## src/rtl/mem_arbiter.sv

```systemverilog
// Grants one of NUM_CH memory requesters to the controller and returns the result to that channel.
// Latency: grant registered the edge after req_valid is sampled; response same cycle as mc_ready.
// Backpressure: requesters hold req_valid until resp_ready; rdy_in=0 freezes all state.
module mem_arbiter #(
    parameter int NUM_CH = 3,
    parameter int ADDR_W = 32,
    parameter int DATA_W = 32,
    parameter int RR_MODE = 0,
    parameter logic [NUM_CH-1:0] FLUSH_MASK = 3'b001,
    localparam int ID_W = ($clog2(NUM_CH) > 1) ? $clog2(NUM_CH) : 1
) (
    input  logic                     clk_in,
    input  logic                     rst_in,
    input  logic                     rdy_in,
    input  logic                     flush,
    input  logic [NUM_CH-1:0]        req_valid,
    input  logic [NUM_CH-1:0]        req_wr,
    input  logic [3*NUM_CH-1:0]      req_len,
    input  logic [ADDR_W*NUM_CH-1:0] req_addr,
    input  logic [DATA_W*NUM_CH-1:0] req_data,
    output logic [NUM_CH-1:0]        resp_ready,
    output logic [DATA_W-1:0]        resp_data,
    output logic                     mc_valid,
    output logic                     mc_wr,
    output logic [ADDR_W-1:0]        mc_addr,
    output logic [2:0]               mc_len,
    output logic [DATA_W-1:0]        mc_data,
    output logic                     mc_abort,
    input  logic                     mc_ready,
    input  logic [DATA_W-1:0]        mc_res,
    output logic                     busy,
    output logic [ID_W-1:0]          grant_id
);

    typedef enum logic {S_IDLE, S_BUSY} state_t;

    state_t              r_state;
    state_t              w_state_nxt;
    logic                w_grant;
    logic                w_kill;
    logic                w_done;
    logic [ID_W-1:0]     w_win;
    int                  w_off;
    int                  w_best;
    logic                w_sel_wr;
    logic [2:0]          w_sel_len;
    logic [ADDR_W-1:0]   w_sel_addr;
    logic [DATA_W-1:0]   w_sel_data;
    logic [ID_W-1:0]     r_last;
    logic [ID_W-1:0]     r_grant_id;
    logic                r_mc_valid;
    logic                r_mc_wr;
    logic [ADDR_W-1:0]   r_mc_addr;
    logic [2:0]          r_mc_len;
    logic [DATA_W-1:0]   r_mc_data;
    logic                r_mc_abort;

    assign w_kill = (r_state == S_BUSY) && flush && !r_mc_wr && FLUSH_MASK[r_grant_id];
    assign w_done = (r_state == S_BUSY) && mc_ready && !w_kill;

    // Winner = valid channel with the smallest distance from the scan start
    // (channel 0 in fixed mode, the one after the last completed owner in RR mode).
    always_comb begin
        w_win  = '0;
        w_off  = 0;
        w_best = NUM_CH;
        for (int j = 0; j < NUM_CH; j++) begin
            w_off = (RR_MODE != 0) ? (j + 2 * NUM_CH - 1 - int'(r_last)) % NUM_CH : j;
            if (req_valid[j] && (w_off < w_best)) begin
                w_best = w_off;
                w_win  = ID_W'(j);
            end
        end
    end

    always_comb begin
        w_sel_wr   = 1'b0;
        w_sel_len  = '0;
        w_sel_addr = '0;
        w_sel_data = '0;
        for (int i = 0; i < NUM_CH; i++) begin
            if (w_win == ID_W'(i)) begin
                w_sel_wr   = req_wr[i];
                w_sel_len  = req_len[3*i +: 3];
                w_sel_addr = req_addr[ADDR_W*i +: ADDR_W];
                w_sel_data = req_data[DATA_W*i +: DATA_W];
            end
        end
    end

    always_comb begin
        w_state_nxt = r_state;
        w_grant     = 1'b0;
        case (r_state)
            S_IDLE: begin
                if (!flush && (|req_valid)) begin
                    w_state_nxt = S_BUSY;
                    w_grant     = 1'b1;
                end
            end
            S_BUSY: begin
                if (w_kill || mc_ready) begin
                    w_state_nxt = S_IDLE;
                end
            end
            default: w_state_nxt = S_IDLE;
        endcase
    end

    always_ff @(posedge clk_in) begin
        if (rst_in) begin
            r_state <= S_IDLE;
        end else if (rdy_in) begin
            r_state <= w_state_nxt;
        end
    end

    always_ff @(posedge clk_in) begin
        if (rst_in) begin
            r_mc_valid <= 1'b0;
            r_mc_wr    <= 1'b0;
            r_mc_addr  <= '0;
            r_mc_len   <= '0;
            r_mc_data  <= '0;
            r_mc_abort <= 1'b0;
            r_grant_id <= '0;
            r_last     <= ID_W'(NUM_CH - 1);
        end else if (rdy_in) begin
            r_mc_abort <= w_kill;
            if (w_grant) begin
                r_mc_valid <= 1'b1;
                r_mc_wr    <= w_sel_wr;
                r_mc_len   <= w_sel_len;
                r_mc_addr  <= w_sel_addr;
                r_mc_data  <= w_sel_data;
                r_grant_id <= w_win;
            end else if (w_state_nxt == S_IDLE) begin
                r_mc_valid <= 1'b0;
            end
            if (w_done) begin
                r_last <= r_grant_id;
            end
        end
    end

    always_comb begin
        resp_ready = '0;
        for (int i = 0; i < NUM_CH; i++) begin
            resp_ready[i] = w_done && rdy_in && !rst_in && (r_grant_id == ID_W'(i));
        end
    end

    assign resp_data = mc_res;
    assign mc_valid  = r_mc_valid;
    assign mc_wr     = r_mc_wr;
    assign mc_addr   = r_mc_addr;
    assign mc_len    = r_mc_len;
    assign mc_data   = r_mc_data;
    assign mc_abort  = r_mc_abort;
    assign busy      = (r_state == S_BUSY);
    assign grant_id  = r_grant_id;

endmodule

```

## config.mk

```make
export PLATFORM = sky130hd
export DESIGN_NAME = mem_arbiter
export DESIGN_NICKNAME = d
export VERILOG_FILES = /design/src/rtl/mem_arbiter.sv
export SDC_FILE = /design/constraint.sdc
export NUM_CORES = 1
export LEC_CHECK = 0
export ABC_AREA = 1
export ABC_CLOCK_PERIOD_IN_PS = 1200
export CAP_MARGIN = 25
export CORE_AREA = 2 2 138 140
export CTS_BUF_LIST = sky130_fd_sc_hd__clkbuf_8
export CTS_CLUSTER_DIAMETER = 50
export DETAILED_ROUTE_END_ITERATION = 6
export DIE_AREA = 0 0 140 142
export PLACE_DENSITY = 0.67
export RECOVER_POWER = 25
export SLEW_MARGIN = 20
export SYNTH_ARGS = -nofsm -noshare
export SYNTH_HDL_FRONTEND = slang
export SYNTH_SLANG_ARGS = --single-unit
```

## constraint.sdc

```tcl
create_clock -name clk_in -period 1.2 [get_ports clk_in]
set_input_delay 0.12 -clock clk_in [delete_from_list [all_inputs] [get_ports clk_in]]
set_output_delay 0.12 -clock clk_in [all_outputs]
set_load 0.005 [all_outputs]
```

==> results.json, run 1 <==
{
  "wl_per_cell_um": 14.82,
  "nets": 1403,
  "cts_buffers": 9,
  "cp.required_ps": 1500,
  "io-pin-count": 352,
  "drt_iter0_drc": 297,
  "hold_class": "primary input to output port",
  "initial_utilization": 0.2636,
  "via_per_inst": 4.480,
  "synth_seq_area_share": 0.3004,
  "cp.arrival_ps": 1800,
  "synth_common_cells": "nand2_1 (354), nor2_1 (143), nand3_1 (139)",
  "synth_edf_count": 0,
  "fp.dieW_um": 140,
  "multi_input_area_mm2": 0.002969,
  "end_kind": "flip-flop",
  "ant_nets": 0,
  "synthFlopType": "dfxtp_1",
  "die_y_um": 142,
  "worstMarginPinSlew_ps": 264.3,
  "relSlewSlack": 0.8232,
  "grt_max_degree": 50,
  "numPortBuffers": 287,
  "max_freq_mhz": 669.1,
  "hpwl_um": 13960,
  "drv_slew": 0,
  "max_cap_viol_count": 0,
  "async_reset_ff_frac": 0,
  "setup_viol_count_final": 75,
  "clk_latency_ps": 360,
  "path_class": "flip-flop to flip-flop",
  "cpMaxStageDelayCell": "dfxtp_4",
  "diodes": 0,
  "crit_chain": "buf_6, nor3_4, buf_6, buf_12, nand2_8, clkbuf_16, nand2_1, nand2_1, nor2_1",
  "hold_buffers": 0,
  "crit_family": "buffers and inverters",
  "syn_area_mm2": 0.004865,
  "worst-path-buf-inv": 4,
  "grt_pass1_wl_um": 30880,
  "overflow": 0,
  "syn_inst": 886,
  "gp_congestion": 0.8131,
  "h-tree-depth": 3,
  "max_stage_delay_ps": 360,
  "status": "finished, violations left",
  "yosys.area.top_type_share": 0.3004,
  "cts_sinks": 73,
  "period_minus_slack_ps": 1495,
  "peakVddDrop_uv": 400.3,
  "cts-root-buf": "clkbuf_8",
  "die_area_mm2": 0.01988,
  "rows": 50,
  "fillers": 1919,
  "total_power_uw": 7535,
  "finalHoldViolations": 0,
  "register_area_mm2": 0.001484,
  "core_area_mm2": 0.01846,
  "crit_fanout": 7,
  "drc": 27,
  "grt_setup_unrepaired": "yes",
  "syn_avg_cell_area_um2": 5.491,
  "pre_cts_ws_ps": -489.1,
  "clkTransAtPathRegs_ps": 80,
  "tritoncts": "done",
  "yosys.area.top_type": "dfxtp_1",
  "area_delta_synth_final_pct": 82.74,
  "synth_warnings": 0,
  "grt_pass1_vias": 5841,
  "period_share": 1.245,
  "ys_types": 17,
  "grt_usage": 0.2004,
  "setup_ws_ps": -294.5,
  "vias": 6259,
  "cp-start-kind": "flip-flop",
  "synth.most_common_cell": "nand2_1",
  "netlist_top_cells_area": "dfxtp_1 (30%), nand2_1 (27%), nand3_1 (14%)",
  "ys_seq_elements": 73,
  "drive_gt1_frac": 0.1634,
  "power_density_mw_per_mm2": 847.6,
  "p_leak_uw": 0.004378,
  "skew_ps": 12.36,
  "cts_buffer_depth": 2,
  "dr.pass1.iters": 7,
  "wirelength_um": 20700,
  "violations": "design-rule violations, negative setup slack",
  "syn_nets": 1130,
  "antenna_found_initial": 1
}
==> kinds of logic (layout without fill, tap and decap cells) <==
| kind of cell | count (synthesis) | after routing | synth area share |
|---|---|---|---|
| buf+inv | 167 | 443 | 0.1584 |
| simple gates | 641 | 642 | 0.5347 |
| flops | 73 | 73 | 0.3004 |
| compound gates | 5 | 5 | 0.006428 |
==> area by class of cell <==
| type | instances | area share |
|---|---|---|
| clock inverters | 5 | 0.009008 |
| clock buffers | 10 | 0.01548 |
| flip-flops and latches | 73 | 0.1669 |
| well taps | 234 | 0.03293 |
| inverters | 78 | 0.03293 |
| repair buffers | 350 | 0.4087 |
| multi-input cells | 647 | 0.3340 |
==> path summary, 6_finish.rpt <==
check | from | endpoint | slack, ps | depth (start not counted)
worst max register to register | busy | mc_data[29] | -290 | 9
worst min-delay path | mc_res[12] | resp_data[12] | 240 | 0
worst min register to register | mc_addr[19] | mc_addr[19] | 510 | 4
worst max-delay path | busy | mc_data[29] | -290 | 9
==> power breakdown <==
| part | internal, µW | leakage, µW | switching (µW) | total (µW) |
|---|---|---|---|---|
| clock | 1210 | 0.000104 | 1010 | 2230 |
| combinational | 1440 | 0.00367 | 1160 | 2610 |
| sequential | 2620 | 0.000607 | 88.9 | 2700 |
==> registers in the layout, summed over array words and instances (netlist names) <==
register	count
mc_abort	1
busy	1
mc_addr	32
mc_data	32
mc_len	3
grant_id	2
mc_valid	1
mc_wr	1
==> repair_timing <==
| item | in CTS | in global routing |
|---|---|---|
| setup buffers | 18 | 3 |
| resized for setup | 127 | 96 |
| pin swaps | 14 | 53 |
| endpoints found under the setup margin | 148 | 79 |
| gates cloned | 10 | 3 |
==> metrics by stage <==
stage	util	instances	hold slack [ps]	TNS (ps)	instance area [µm²]
2_1_floorplan	-	886	189.1	-38.34	4876
3_3_place_gp	0.4374	1363	240.0	-31050	8073
3_5_place_dp	0.4374	1363	240.0	-32420	8073
4_1_cts	0.4665	1395	240.0	-22280	8610
5_1_grt	0.4817	1397	240.0	-23930	8890
6_report	0.4817	1397	240.0	-18030	8890
==> worst register-to-register path, stage by stage, from the launching register on <==
cell,delay [ps]
dfxtp_4,360
buf_6,120
nor3_4,200
buf_6,160
buf_12,110
nand2_8,110
clkbuf_16,210
nand2_1,60
nand2_1,40
nor2_1,70
==> cell usage in the layout, fill, tap and decap left out, types with 9 or more instances in the layout <==
| cell type | n |
|---|---|
| buf_12 | 20 |
| buf_4 | 30 |
| clkbuf_8 | 10 |
| clkdlybuf4s50_1 | 210 |
| dfxtp_1 | 57 |
| dfxtp_2 | 15 |
| dlygate4sd2_1 | 69 |
| inv_1 | 76 |
| nand2_1 | 301 |
| nand2_2 | 43 |
| nand2_4 | 9 |
| nand3_1 | 126 |
| nand3_2 | 13 |
| nor2_1 | 128 |
| nor2_2 | 14 |
==> layer usage <==
| layer | GRT usage | wire (µm) | up-vias |
|---|---|---|---|
| met3 | 0.05619 | 1573 | 44 |
| met1 | 0.2366 | 8536 | 2780 |
| met5 | 0 | 0 | - |
| li1 | - | - | 3212 |
| met2 | 0.3479 | 10060 | 223 |
| met4 | 0.07496 | 531 | 0 |
No activity file was read; power rests on OpenSTA's default activity.
==> run 2, diff against run 1 <==
--- a/config.mk
+++ b/config.mk
@@ -8,12 +8,14 @@
 export ABC_AREA = 1
 export ABC_CLOCK_PERIOD_IN_PS = 1200
 export CAP_MARGIN = 25
-export CORE_AREA = 2 2 138 140
+export CELL_PAD_IN_SITES_DETAIL_PLACEMENT = 2
+export CELL_PAD_IN_SITES_GLOBAL_PLACEMENT = 2
+export CORE_MARGIN = 2
+export CORE_UTILIZATION = 14
 export CTS_BUF_LIST = sky130_fd_sc_hd__clkbuf_8
 export CTS_CLUSTER_DIAMETER = 50
 export DETAILED_ROUTE_END_ITERATION = 6
-export DIE_AREA = 0 0 140 142
-export PLACE_DENSITY = 0.67
+export PLACE_DENSITY_LB_ADDON = 0.1
 export RECOVER_POWER = 25
 export SLEW_MARGIN = 20
 export SYNTH_ARGS = -nofsm -noshare
==> results.json, run 2 (synthesis results as in run 1) <==
{
  "min_path_cells": 0,
  "numPortBuffers": 287,
  "dr.pass1.iters": 4,
  "cts_sinks": 73,
  "drive_gt1_frac": 0.2204,
  "gp_congestion": 0.6929,
  "fp.dieW_um": 190.4,
  "core_area_mm2": 0.03437,
  "clk_latency_ps": 380,
  "cts_buffer_depth": 2,
  "grt_pass1_wl_um": 41950,
  "via_per_inst": 3.996,
  "dpl_cell_area_mm2": 0.008404,
  "worstReg2RegEnd": "mc_addr[3]",
  "initial_utilization": 0.1415,
  "relSlewSlack": 0.7380,
  "die_area_mm2": 0.03625,
  "r2r_cells": 9,
  "wirelength_um": 28930,
  "hold_class": "primary input to output port",
  "period_share": 1.333,
  "setup.worst_path.start": "busy",
  "setup_ws_ps": -399.3,
  "clkTransAtPathRegs_ps": 90,
  "hold_buffers": 0,
  "h-tree-depth": 3,
  "area_delta_synth_final_pct": 102.7,
  "final_cell_mix": "nand2_1 (306), clkdlybuf4s50_1 (210), nor2_1 (99)",
  "overflow": 0,
  "end_kind": "flip-flop",
  "utilization": 0.2868,
  "fillers": 4110,
  "cp-start-kind": "flip-flop",
  "dp.cells": 1585,
  "cp.required_ps": 1470,
  "path_class": "flip-flop to flip-flop",
  "io-pin-count": 352,
  "hp-start": "mc_res[13]",
  "grt_max_degree": 39,
  "period_minus_slack_ps": 1599,
  "rows": 68,
  "p_leak_uw": 0.004494,
  "ant_nets": 0,
  "nets": 1415,
  "cts-root-buf": "clkbuf_8",
  "drt_iter0_drc": 212,
  "finalHoldViolations": 0,
  "grt_usage": 0.1539,
  "violations": "negative setup slack",
  "crit-reg2reg-launch": "busy",
  "hpwl_um": 19830,
  "whs_endpoint": "resp_data[13]",
  "grt_pass1_vias": 6988,
  "max_freq_mhz": 625.3,
  "antenna_found_initial": 1,
  "drv_slew": 0,
  "status": "finished, violations left",
  "multi_input_area_mm2": 0.003473,
  "cp.arrival_ps": 1870,
  "grt_setup_unrepaired": "yes",
  "crit_fanout": 5,
  "wl_per_cell_um": 17.74,
  "stdcell_count": 1631,
  "power_density_mw_per_mm2": 795.2,
  "final_area_mm2": 0.009859,
  "die_y_um": 190.4,
  "max_cap_viol_count": 0,
  "cts_buffers": 9,
  "setup_viol_count_final": 76,
  "peakVddDrop_uv": 475.1,
  "whs_ps": 240.0,
  "worstMarginPinSlew_ps": 393.0,
  "skew_ps": 16.64,
  "final_common_cell": "nand2_1",
  "register_area_mm2": 0.001481,
  "vias": 6518,
  "tritoncts": "done",
  "r2r_slack_ps": -400,
  "drc": 0
}
-- run 2: cell types whose count changed in the layout (fill, tap and decap cells not counted), sizes merged --
cell / before / now
clkdlybuf4s15: 1 / 6
clkinv: 1 / 2
dlygate4sd2: 69 / 59
bufinv: 2 / 1
inv: 78 / 79
diode: 0 / 1
clkinvlp: 2 / 0
clkbuf: 13 / 21
buf: 67 / 77
-- run 2: how the worst max path moves through the flow --
stage / to / slack (ps) / depth (start not counted)
4_1_cts: resp_ready[0] / -380 / 7
3_3_place_gp: resp_ready[0] / -560 / 7
2_1_floorplan: mc_addr[25] / -0.6 / 6
6_report: mc_addr[3] / -400 / 9
5_1_grt: mc_data[23] / -490 / 9
3_5_place_dp: resp_ready[0] / -600 / 7
-- run 2: layout make-up --
type / count / share of cell area
sequential: 73 / 0.1503
timing repair buffer: 362 / 0.3900
inverter: 78 / 0.02970
multi-input combinational: 647 / 0.3523
clock buffer: 11 / 0.01536
tap: 455 / 0.05774
clock inverter: 4 / 0.004442
antenna: 1 / 0.0002538
-- run 2: repair_timing --
action / in CTS / in global routing
setup endpoints to repair: 149 / 87
gates cloned: 7 / 9
pin swaps: 17 / 77
setup buffers: 15 / 1
resized for setup: 169 / 174
-- run 2: critical path, stage by stage (launching register included) --
cell and delay (ps):
dfxtp_4 350, buf_6 120, buf_6 110, nor3_4 200, buf_6 150, buf_12 130, clkbuf_16 160, nand3_2 60
nor2_1 130, nor2_1 50
-- run 2: report_power, final --
group | internal [µW] | switching [µW] | total [µW]
Clock | 1050 | 1070 | 2120
Sequential | 2610 | 90.1 | 2700
Combinational | 1600 | 1420 | 3020
Total | 5260 | 2580 | 7840
-- run 2: per-stage QoR --
stage               setup WS (ps)  setup TNS [ps]  power, µW
detailed placement         -603.7          -38650       5338
global placement           -563.7          -36600       5313
CTS                        -380.1          -24510       7731
floorplan                 -0.5862          -38.34       3746
global route               -488.1          -32700       8450
finish                     -399.3          -26130       7840
-- run 2: per-layer routing --
metal	vias up	wire length, µm	track usage
met1	3071	12760	0.1885
met4	0	383	0.03846
met5	-	0	0
met3	22	1963	0.04785
met2	179	13820	0.2611
li1	3246	-	-
==> run 3, diff against run 2 <==
--- a/config.mk
+++ b/config.mk
@@ -6,7 +6,6 @@
 export NUM_CORES = 1
 export LEC_CHECK = 0
 export ABC_AREA = 1
-export ABC_CLOCK_PERIOD_IN_PS = 1200
 export CAP_MARGIN = 25
 export CELL_PAD_IN_SITES_DETAIL_PLACEMENT = 2
 export CELL_PAD_IN_SITES_GLOBAL_PLACEMENT = 2
@@ -17,6 +16,7 @@
 export DETAILED_ROUTE_END_ITERATION = 6
 export PLACE_DENSITY_LB_ADDON = 0.1
 export RECOVER_POWER = 25
+export REMOVE_ABC_BUFFERS = 1
 export SLEW_MARGIN = 20
 export SYNTH_ARGS = -nofsm -noshare
 export SYNTH_HDL_FRONTEND = slang
==> results.json, run 3 (synthesis results as in run 1) <==
{
  "final_area_mm2": 0.009853,
  "total_power_uw": 7640,
  "p_leak_uw": 0.004494,
  "max_cap_viol_count": 0,
  "io-pin-count": 352,
  "cp_common_cell": "buf_12",
  "cp.arrival_ps": 1860,
  "die_y_um": 190.4,
  "drive_gt1_frac": 0.2368,
  "gp_congestion": 0.6981,
  "cts_buffer_depth": 2,
  "skew_ps": 7.473,
  "final_common_cell": "nand2_1",
  "fp.dieW_um": 190.4,
  "wirelength_um": 28890,
  "max_stage_delay_ps": 360,
  "grt_usage": 0.1591,
  "period_minus_slack_ps": 1544,
  "grt_setup_unrepaired": "yes",
  "cts_sinks": 73,
  "vias": 6580,
  "utilization": 0.2867,
  "cp-start-kind": "flip-flop",
  "core_area_mm2": 0.03437,
  "ant_nets": 0,
  "cpMaxStageDelayCell": "dfxtp_4",
  "power_density_mw_per_mm2": 775.4,
  "wl_per_cell_um": 17.74,
  "initial_utilization": 0.1415,
  "setup_viol_count_final": 76,
  "drt_iter0_drc": 138,
  "rows": 68,
  "drv_slew": 0,
  "antenna_found_initial": 4,
  "stdcell_count": 1628,
  "cts-root-buf": "clkbuf_8",
  "hpwl_um": 20330,
  "grt_pass1_wl_um": 43230,
  "max_freq_mhz": 647.5,
  "relSlewSlack": 0.7450,
  "path_class": "flip-flop to flip-flop",
  "crit_fanout": 6,
  "crit_family": "buffers and inverters",
  "dpl_cell_area_mm2": 0.008407,
  "cp.required_ps": 1510,
  "period_share": 1.287,
  "finalHoldViolations": 0,
  "via_per_inst": 4.042,
  "setup-tns-final_ps": -21380,
  "cts_buffers": 9,
  "h-tree-depth": 3,
  "clk_latency_ps": 380,
  "hold_buffers": 0,
  "overflow": 0,
  "tritoncts": "done",
  "dr.pass1.iters": 4,
  "die_area_mm2": 0.03625,
  "end_kind": "flip-flop",
  "hold_class": "primary input to output port",
  "numPortBuffers": 287,
  "worstMarginPinSlew_ps": 382.5,
  "grt_pass1_vias": 7138,
  "clkTransAtPathRegs_ps": 90,
  "grt_max_degree": 40,
  "drc": 0,
  "peakVddDrop_uv": 450.4,
  "final_cell_mix": "nand2_1 (287), clkdlybuf4s50_1 (210), nor2_1 (97)",
  "status": "finished, violations left",
  "nets": 1409,
  "worst-path-buf-inv": 4,
  "setup_ws_ps": -344.4,
  "crit_chain": "buf_6, nor3_4, buf_12, buf_12, nand2_8, buf_16, nand2_2, nand2_1, nor2_1",
  "area_delta_synth_final_pct": 102.5,
  "dp.cells": 1580,
  "violations": "negative setup slack"
}
[run 3: cell type report]
cell class | count | area [µm²]
fillers | 4052 | 24520
repair buffers | 356 | 3862
multi-input cells | 647 | 3471
flip-flops and latches | 73 | 1476
well taps | 455 | 569.3
inverters | 78 | 292.8
clock buffers | 11 | 151.4
clock inverters | 5 | 22.52
diodes | 3 | 7.507
[run 3: final timing paths]
check                   start  cells past startpoint      endpoint  slack (ps)
setup / recovery         busy                      9   mc_addr[28]        -340
hold / removal      mc_res[0]                      0  resp_data[0]         240
setup reg to reg         busy                      9   mc_addr[28]        -340
hold reg to reg   mc_data[16]                      4   mc_data[16]         520
[run 3: layer usage]
layer / routed length [µm] / up-vias / GRT usage
met5: 12 / - / 0.001374
met4: 201 / 2 / 0.02862
met3: 2364 / 12 / 0.05981
met2: 14120 / 190 / 0.2726
met1: 12180 / 3142 / 0.1905
li1: - / 3234 / -
[run 3: power by group]
part           internal [µW]  leakage, µW  switching, µW
registers               2610     0.000605           91.6
logic                   1610      0.00379           1410
clock network            842     0.000101           1070
total                   5070      0.00449           2570
[run 3: timing repair]
item                                    CTS  global route
pin swaps                                48            75
gates resized for setup                 220           141
cloned                                   13             3
endpoints found under the setup margin  148            84
setup buffers                            21             5
[run 3: stage by stage]
stage | hold slack, ps | setup WS [ps]
3_3_place_gp | 240.0 | -475.4
3_5_place_dp | 240.0 | -513.2
5_1_grt | 240.0 | -443.8
4_1_cts | 240.0 | -373.1
2_1_floorplan | 189.1 | -3621
6_report | 240.0 | -344.4
==> RTL edit, RTL diff (settings of run 2) <==
Change the parameter `ADDR_W` from 32 to 64.
--- a/src/rtl/mem_arbiter.sv
+++ b/src/rtl/mem_arbiter.sv
@@ -5,3 +5,3 @@
     parameter int NUM_CH = 3,
-    parameter int ADDR_W = 32,
+    parameter int ADDR_W = 64,
     parameter int DATA_W = 32,
Ports: changed (resized mc_addr and req_addr); port bits go from 352 to 480. The function was not compared with the original's and may differ.
==> RTL edit against run 2 <==
  * Setup slack better by 0.044 ns
  * The flow still finishes with violations (negative setup slack)
  * Via count increased by 43%
  * Sequential cell count is 32 higher
  * Routed wire length grew 47%
  * Cell area grew 37%
  * Synthesized cell count grew 43%
  * Power is 38% higher
  * Critical path type unchanged
  * Highest routed layer is now met5
  * Synthesized area is 42% higher
==> RTL edit: results <==
[pwr]
power.leakage_nw = 6.063
power.ir.vdd_worst_mv = 0.5026
power.clock.total_mw = 2.82
powerSeq_mw = 3.93
intPower_mw = 7.250
power.switching_mw = 3.558

[synth]
synth_area_leaders = "sky130_fd_sc_hd__dfxtp_1, sky130_fd_sc_hd__nand2_1, sky130_fd_sc_hd__nand3_1"
ys_types = 17
synth_commonest_cells = "sky130_fd_sc_hd__nand2_1, sky130_fd_sc_hd__nor2_1, sky130_fd_sc_hd__nand3_1, sky130_fd_sc_hd__inv_1, sky130_fd_sc_hd__dfxtp_1"
syn-mean-instance-area_um2 = 5.459
synth_sequential_area_ratio = 0.3034
synth_nets = 1609

[placed_design]
port_buffers = 415
dp.final_hpwl_um = 32480
place_area_um2 = 12310
dp_cells = 2307
gp_congestion = 0.7143
post-place-ws_ns = -0.6297

[cts]
path_clk_slew_ns = 0.11
cts_buffer_depth = 2
postCtsSetupRepairBufs = 9
clock_latency_ns = 0.44
cts-resized-gates = 439
cts.root.buffer_cell = "sky130_fd_sc_hd__clkbuf_8"
cts_max_level = 3

[critical_path]
rrSetupSlack_ns = -0.36
slowest_delay_ns = 0.37
rr_endpoint = "mc_data[6]$_SDFFE_PP0P_"
critical_path_arrival_ns = 1.93
critical_path.max_fanout = 7
critical_path_class = "reg2reg"
rr_worst_depth = 9
critical-path-top-delay-family = "buffers and inverters"
timing.critical_path.slowest_stage_cell = "sky130_fd_sc_hd__dfxtp_4"

[hold_path]
hold_path_depth = 0
worst_hold_startpoint = "mc_res[11]"
class_of_the_most_critical_hold_timing_path = "in2out"
hold_path_end = "resp_data[11]"

[cells_and_area]
share_of_post_route_cells_with_drive_strength_above_1 = 0.2466
fin_nets = 2018
diodes = 0
num-fill-cells = 5789
number_of_flip_flops_in_the_largest_register = 64

[global_routing]
track_usage = 0.1629
antenna_found_initial = 7
first_global_vias = 9965
grt_start_max_net_pins = 45
grt_first_pass_wirelength_um = 61940

[sta]
timing.max_slew.rel_slack = 0.7723
setup_slack_ns = -0.3553
maximum_clock_skew_at_final_layout_ns = 0.004235
setup_violations = 108
holdWs_ns = 0.2400
final.setup.tns_ns = -30.41

[run_status]
violated_checks = "negative setup slack"
result_of_the_run = "finished with violations"

[drt]
drt-total-wl_um = 42470
routed_wire_length_per_instance_um = 18.09
vias_per_std_cell = 3.965
dr.first_iter.drc_count = 277
-- RTL edit: kinds of logic after synthesis --
kind of cell | after synthesis | share of synthesized area
buf+inv | 230 | 0.1508
compound gates | 5 | 0.003972
simple gates | 929 | 0.5418
flops | 105 | 0.3034
-- RTL edit: layer usage --
| metal | part of all wire | global-route usage |
|---|---|---|
| met1 | 0.40 | 0.1850 |
| met2 | 0.51 | 0.2900 |
| met3 | 0.078 | 0.06544 |
| met4 | 0.010 | 0.02610 |
| met5 | 0.0020 | 0 |
-- RTL edit: area by class of cell --
type | instances | area (um2) | area share
inverter | 110 | 415.4 | 0.03079
timing repair buffer | 518 | 5381 | 0.3988
multi-input combinational | 934 | 4424 | 0.3279
sequential | 105 | 2212 | 0.1639
tap | 664 | 830.8 | 0.06157
clock buffer | 11 | 151.4 | 0.01122
clock inverter | 5 | 77.57 | 0.005749
